==> src/rtl/gtech_and3_reduce_pipe_pkg.sv <==
// Shared sizing helpers for the pipelined AND3 reduction tree.
// Levels, per-level node counts and offsets into the flattened level bus.
package gtech_reduce_pkg;

    localparam logic PAD_AND   = 1'b1;
    localparam int   MIN_WIDTH = 2;
    localparam int   MAX_WIDTH = 243;

    // Smallest L with 3**L >= n, i.e. the number of AND3 levels needed.
    function automatic int clog3(input int n);
        int levels;
        int span;
        levels = 0;
        span   = 1;
        while (span < n) begin
            span   = span * 3;
            levels = levels + 1;
        end
        return levels;
    endfunction

    // Node count at level k; level 0 is the raw operand width.
    function automatic int level_width(input int width, input int k);
        int n;
        n = width;
        for (int unsigned i = 0; i < unsigned'(k); i++) begin
            n = (n + 2) / 3;
        end
        return n;
    endfunction

    function automatic int level_offset(input int width, input int k);
        int off;
        off = 0;
        for (int unsigned i = 0; i < unsigned'(k); i++) begin
            off = off + level_width(width, int'(i));
        end
        return off;
    endfunction

endpackage

==> src/rtl/gtech_and3_reduce_pipe_stage.sv <==
// One reduction level: ceil(N_IN/3) AND3 nodes followed by a data/valid
// register with a pass-through ready (ready = ~valid | downstream ready).
module gtech_and3_pipe_stage
    import gtech_reduce_pkg::*;
#(
    parameter int N_IN = 9
) (
    input  logic                    CP,
    input  logic                    CD,
    input  logic [N_IN-1:0]         i_data,
    input  logic                    i_valid,
    output logic                    o_ready,
    output logic [(N_IN+2)/3-1:0]   o_data,
    output logic                    o_valid,
    input  logic                    i_ready
);

    localparam int N_OUT = (N_IN + 2) / 3;

    logic [3*N_OUT-1:0] w_padded;
    logic [N_OUT-1:0]   w_and;
    logic [N_OUT-1:0]   r_data;
    logic               r_valid;

    // Missing inputs of the last node are tied to the AND identity.
    always_comb begin
        w_padded             = {(3*N_OUT){PAD_AND}};
        w_padded[N_IN-1:0]   = i_data;
    end

    always_comb begin
        w_and = '0;
        for (int unsigned j = 0; j < unsigned'(N_OUT); j++) begin
            w_and[j] = &w_padded[3*j +: 3];
        end
    end

    assign o_ready = ~r_valid | i_ready;

    // Data only loads with a valid word so junk on idle inputs never enters.
    always_ff @(posedge CP or negedge CD) begin
        if (!CD) begin
            r_valid <= 1'b0;
            r_data  <= '0;
        end else if (o_ready) begin
            r_valid <= i_valid;
            if (i_valid) begin
                r_data <= w_and;
            end
        end
    end

    assign o_data  = r_data;
    assign o_valid = r_valid;

endmodule

==> src/rtl/gtech_and3_reduce_pipe.sv <==
// Pipelined wide AND reduction: LEVELS registered AND3 levels with a
// valid/ready handshake between each, one AND3 delay per cycle.
module gtech_and3_reduce_pipe
    import gtech_reduce_pkg::*;
#(
    parameter int WIDTH = 9
) (
    input  logic             CP,
    input  logic             CD,
    input  logic [WIDTH-1:0] DIN,
    input  logic             DIN_VALID,
    output logic             DIN_READY,
    output logic             Z,
    output logic             Z_VALID,
    input  logic             Z_READY
);

    localparam int LEVELS = clog3(WIDTH);
    localparam int BUS_W  = level_offset(WIDTH, LEVELS + 1);

    if (WIDTH < MIN_WIDTH || WIDTH > MAX_WIDTH) begin : g_bad_width
        $fatal(1, "gtech_and3_reduce_pipe: WIDTH %0d outside 2..243", WIDTH);
    end

    // All level outputs share one flat bus; level k sits at level_offset(k).
    logic [BUS_W-1:0] w_data;
    logic [LEVELS:0]  w_valid;

    assign w_data[WIDTH-1:0] = DIN;
    assign w_valid[0]        = DIN_VALID;

    for (genvar k = 1; k <= LEVELS; k++) begin : g_lvl
        localparam int NI   = level_width(WIDTH, k - 1);
        localparam int NO   = level_width(WIDTH, k);
        localparam int OFFI = level_offset(WIDTH, k - 1);
        localparam int OFFO = level_offset(WIDTH, k);

        logic w_rdy;
        logic w_rdy_out;

        // Ready chain kept per level so the combinational path is not one vector.
        if (k == LEVELS) begin : g_tail
            assign w_rdy_out = Z_READY;
        end else begin : g_link
            assign w_rdy_out = g_lvl[k+1].w_rdy;
        end

        gtech_and3_pipe_stage #(
            .N_IN (NI)
        ) u_stage (
            .CP      (CP),
            .CD      (CD),
            .i_data  (w_data[OFFI +: NI]),
            .i_valid (w_valid[k-1]),
            .o_ready (w_rdy),
            .o_data  (w_data[OFFO +: NO]),
            .o_valid (w_valid[k]),
            .i_ready (w_rdy_out)
        );
    end

    assign DIN_READY = g_lvl[1].w_rdy;
    assign Z         = w_data[BUS_W-1];
    assign Z_VALID   = w_valid[LEVELS];

endmodule

==> config.mk <==
export PLATFORM = sky130hd
export DESIGN_NAME = gtech_and3_reduce_pipe
export DESIGN_NICKNAME = d
export VERILOG_FILES = /design/src/rtl/gtech_and3_reduce_pipe_pkg.sv /design/src/rtl/gtech_and3_reduce_pipe_stage.sv /design/src/rtl/gtech_and3_reduce_pipe.sv
export SDC_FILE = /design/constraint.sdc
export NUM_CORES = 1
export LEC_CHECK = 0
export BUFFER_PORTS_ARGS = -buffer_cell sky130_fd_sc_hd__clkbuf_2
export CAP_MARGIN = 20
export CORE_AREA = 2 2 39 41
export DETAILED_ROUTE_END_ITERATION = 10
export DIE_AREA = 0 0 41 43
export GPL_TIMING_DRIVEN = 0
export HOLD_SLACK_MARGIN = 0.03
export PLACE_DENSITY_LB_ADDON = 0.15
export SYNTH_ARGS = -nofsm -noshare
export SYNTH_HDL_FRONTEND = slang
export SYNTH_HIERARCHICAL = 1
export SYNTH_SLANG_ARGS = --single-unit
==> constraint.sdc <==
create_clock -name CP -period 1.6 [get_ports CP]
set_input_delay 0.24 -clock CP [delete_from_list [all_inputs] [get_ports CP]]
set_output_delay 0.24 -clock CP [all_outputs]
set_load 0.005 [all_outputs]
## Yosys cells after proc, flatten, opt, wreduce, memory -nomap -nowiden

Cells that the tools add are included.

- Flip-flop bits (word level): 6
- Bits of input ports: 13
- Output and inout bits: 3

- Bitwise operators: 4
- Reductions and logical operators: 6

Operators with widths:

| operator | number |
|---|---|
| 3-bit AND reduction | 4 |
| 2-bit AND reduction | 2 |
| 1-bit inverter | 2 |
| 1-bit OR | 2 |

## Depth between registers and ports, before layout

- Word-level depth: 4
- Mapped depth: 4
- Gate-level depth less buffers: 4

## Hierarchy

The synthesis kept the hierarchy.

Modules (own cells, without submodules):

| module | instances | cells each | area an instance (µm²) | sequential area each (µm²) |
|---|---|---|---|---|
| gtech_and3_pipe_stage (g_lvl[1].u_stage) | 1 | 13 | 196.4 | 100.1 |
| gtech_and3_pipe_stage (g_lvl[2].u_stage) | 1 | 7 | 98.8 | 50.0 |

## Least setup slack after synthesis

No wires, ideal clock.

- Path kind: reg-to-reg
- Start: register g_lvl[2].u_stage.r_valid
- End: register g_lvl[1].u_stage.r_data[0]
- Setup time: 0.125 ns
- Data arrival time: 0.968 ns
- Data required time: 1.475 ns
- Path slack: 0.507 ns
- Stages on the path, launching flop included: 5
- Buffers on the path: 0
- Period minus slack after synthesis: 1.093 ns
- Cells stage by stage: dfrtp_1 -> nand2b_4 -> nand2b_4 -> nand2_4 -> mux2_4

- Longest elaborated chain between the ends: 4

RTL lines:

| element | RTL line | RTL |
|---|---|---|
| start, declared | gtech_and3_reduce_pipe_stage.sv:23 | `logic r_valid;` |
| start signal, assigned | gtech_and3_reduce_pipe_stage.sv:46 | `r_valid <= i_valid;` |
| 1-bit inverter | gtech_and3_reduce_pipe_stage.sv:38 | `assign o_ready = ~r_valid \| i_ready;` |
| 1-bit OR | gtech_and3_reduce_pipe_stage.sv:38 |  |
| net g_lvl[1].w_rdy_out | gtech_and3_reduce_pipe.sv:39 | `logic w_rdy_out;` |
| 1-bit OR | gtech_and3_reduce_pipe_stage.sv:38 |  |
| net DIN_READY | gtech_and3_reduce_pipe.sv:12 | `output logic DIN_READY,` |
| 2-bit AND reduction (no source line) | -- |  |
| end signal, assigned | gtech_and3_reduce_pipe_stage.sv:48 | `r_data <= w_and;` |
| end, declared | gtech_and3_reduce_pipe_stage.sv:22 | `logic [N_OUT-1:0] r_data;` |

The timed path passes the listed nets, and every way through them passes these cells.
A chain may end at the register's enable or synchronous reset.

## Final worst setup path

- Start: register g_lvl[2].u_stage.r_valid
- End: output port DIN_READY

- Longest elaborated chain between the ends: 3

RTL lines:

| element | RTL line |
|---|---|
| 1-bit inverter | gtech_and3_reduce_pipe_stage.sv:38 |
| 1-bit OR | gtech_and3_reduce_pipe_stage.sv:38 |
| net g_lvl[1].w_rdy_out | gtech_and3_reduce_pipe.sv:39 |
| 1-bit OR | gtech_and3_reduce_pipe_stage.sv:38 |
| end, declared | gtech_and3_reduce_pipe.sv:12 |

The timed path passes the listed nets, and every way through them passes these cells.

==> flow_metrics.env <==
export IMPL_outcome="completed"
export IMPL_via_per_inst=3.78
export IMPL_routabilityCongestion=0.613
export IMPL_drt_iter0_markers=0
export IMPL_insertion_delay_ns=0.24
export IMPL_htree_levels=1
export IMPL_setup_ws_ns=0.385
export IMPL_rsz0062_at_grt="no"
export IMPL_io_buffers=15
export IMPL_drive_gt1_share_pct=66.7
export IMPL_regArea_um2=150
export IMPL_finalInstanceArea_um2=423
export IMPL_p_per_area_mw_per_mm2=856
export IMPL_wl_um=482
export IMPL_ys_types=7
export IMPL_cts_resized=0
export IMPL_grt_pass1_vias=183
export IMPL_wire_per_inst_um=8.76
export IMPL_die_x_um=41
export IMPL_place_area_um2=390
export IMPL_synth_nets=33
export IMPL_fp_coreArea_mm2=0.00138
export IMPL_grt_max_degree=7
export IMPL_syn_to_final_growth_pct=43.2
export IMPL_die_h_um=43
export IMPL_fillCellCount=152
export IMPL_seq_power_share_pct=46.9
export IMPL_setup_tns_ns=0
export IMPL_final_util_pct=30.6
export IMPL_path_class="register to primary output"
export IMPL_grt_ovfl_total=0
export IMPL_synth_area_um2=295
export IMPL_syn_inst=20
export IMPL_ant_nets=0
export IMPL_synth_top_area_share_pct=50.8
export IMPL_nets=54
export IMPL_postCtsSetupBuffers=0
export IMPL_clock_sinks=6
export IMPL_die_area_mm2=0.00176
export IMPL_multi_input_comb_area_um2=145
export IMPL_reg2reg_slack_ns=0.50
export IMPL_antenna_found_initial=0
export IMPL_hold_viol=0
export IMPL_m1WireLength_um=207
export IMPL_p_total_mw=0.362
export IMPL_drc=0
export IMPL_ys_ff_latch=6
export IMPL_ios=16
export IMPL_wl_met3_um=69
export IMPL_vias=208
export IMPL_synth_area_top_cells="dfrtp_1 51%, mux2_4 20%, nand2b_4 9.3%"
export IMPL_r2r_start="g_lvl[2].u_stage/o_valid"
export IMPL_numCtsBuffers=3
export IMPL_hold_class="primary input to register"
export IMPL_synth_top_area_cell="dfrtp_1"
export IMPL_min_period_over_period_pct=75.9
export IMPL_p_leak_nw=0.248
export IMPL_slew_headroom_pct=89.6
export IMPL_p_clk_share_pct=37.6
export IMPL_start_util_pct=21.3
export IMPL_antenna_cells=0
export IMPL_cp_start_kind="register"
export IMPL_place_ws_ns=0.478
export IMPL_peakVddDrop_uv=237
export IMPL_wl_met2_um=200
export IMPL_seq_area_frac_synth_pct=50.8
export IMPL_timing_max_cap_violations=0
export IMPL_power_switching_mw=0.0784
export IMPL_pwr_share_comb_pct=15.5
export IMPL_cp_arrival_ns=0.97
export IMPL_timing_rr_end="g_lvl[1].u_stage/o_data[0]"
export IMPL_setup_viol=0
export IMPL_skew_ns=0.000885
export IMPL_first_pass_iters=1
export IMPL_yosys_warnings=6
export IMPL_reg2reg_depth=4
export IMPL_sw_frac_of_total_pct=21.6
export IMPL_startpoint="g_lvl[2].u_stage/o_valid"
export IMPL_endpoint="DIN_READY"
export IMPL_mostFrequentLayoutCells="15 x clkbuf_2, 6 x dfrtp_1, 4 x and3_1, 4 x mux2_4, 3 x clkbuf_4"
export IMPL_cts_tree="yes"
export IMPL_layout_commonest_cell="clkbuf_2"
export IMPL_clkTransAtPathRegs_ns=0.04
export IMPL_rows=14
export IMPL_track_usage_pct=6.87
export IMPL_grt_pass1_wl_um=738
export IMPL_worstMarginPinSlew_ns=0.156
export IMPL_clock_fmax_mhz=823
export IMPL_crit_fanout=3
export IMPL_syn_area_per_cell_um2=14.8
export IMPL_drv_slew=0
export IMPL_period_needed_ns=1.21
export IMPL_routed_top_layer="met4"
export IMPL_cts_root_buf="clkbuf_4"
export IMPL_end_kind="primary output"
export IMPL_critPathRequiredTime_ns=1.36
export IMPL_cts_buffer_depth=2
export IMPL_dp_hpwl_um=409
export IMPL_intPower_mw=0.284
==> power groups by stage <==
stage	clock network [mW]	logic (mW)	registers [mW]
2_1_floorplan	0	0.0320	0.171
3_3_place_gp	0	0.0542	0.172
3_5_place_dp	0	0.0552	0.173
4_1_cts	0.145	0.0575	0.170
5_1_grt	0.153	0.0620	0.171
6_report	0.136	0.0560	0.170
==> layer usage <==
| layer | vias to the layer above | global-route usage (%) |
|---|---|---|
| met3 | 2 | 3.14 |
| met1 | 87 | 8.20 |
| met5 | - | 0 |
| met2 | 13 | 7.81 |
| met4 | 0 | 8.00 |
| li1 | 106 | - |
==> worst min-delay path by stage <==
stage | startpoint | end | slack [ns] | cells after the start
final | DIN_VALID | g_lvl[1].u_stage/o_valid | 0.24 | 2
after global routing | DIN_VALID | g_lvl[1].u_stage/o_valid | 0.25 | 2
after CTS | DIN_VALID | g_lvl[1].u_stage/o_valid | 0.23 | 2
after detailed placement | CD | g_lvl[2].u_stage/o_data | 0.08 | 1
after global placement | CD | g_lvl[2].u_stage/o_valid | 0.07 | 1
after floorplan | CD | g_lvl[1].u_stage/o_data[0] | -0.06 | 0
==> sequential cells by signal (all words and copies together) (netlist names) <==
name	count
g_lvl.u_stage/o_data	4
g_lvl.u_stage/o_valid	2
==> critical path, cell delays in order (launching register included) <==
cell      delay (ns)
dfrtp_1         0.40
nand2b_4        0.09
nand2b_4        0.14
clkbuf_2        0.11
==> cell usage after synthesis (all sizes together) <==
cell type,number
dfrtp,6
and3,4
mux2,4
nand2,2
nand2b,2
or2b,2
==> through the flow <==
step           hold WS (ns)  std cells
2_1_floorplan       -0.0556         20
3_3_place_gp         0.0732         51
3_5_place_dp         0.0792         51
4_1_cts               0.227         55
5_1_grt               0.245         55
6_report              0.235         55
==> layout make-up <==
class	instances	share of cell area, %
Sequential cell	6	35.5
Clock buffer	3	5.33
Tap cell	16	4.73
Multi-Input combinational cell	14	34.3
Timing Repair Buffer	16	20.1
==> logic make-up (layout without fill, tap and decap cells) <==
logic type,Yosys count,after routing,share of synthesized area [%]
flip-flops,6,6,50.8
AND/OR/NAND/NOR,10,10,28.8
buffers and inverters,0,19,0
multiplexers,4,4,20.3
==> repair_timing <==
item,4_1_cts,5_1_grt
hold buffers,1,0
endpoints found under the hold margin,6,0
setup endpoints to repair,0,0
(Power assumes the default switching activity.)
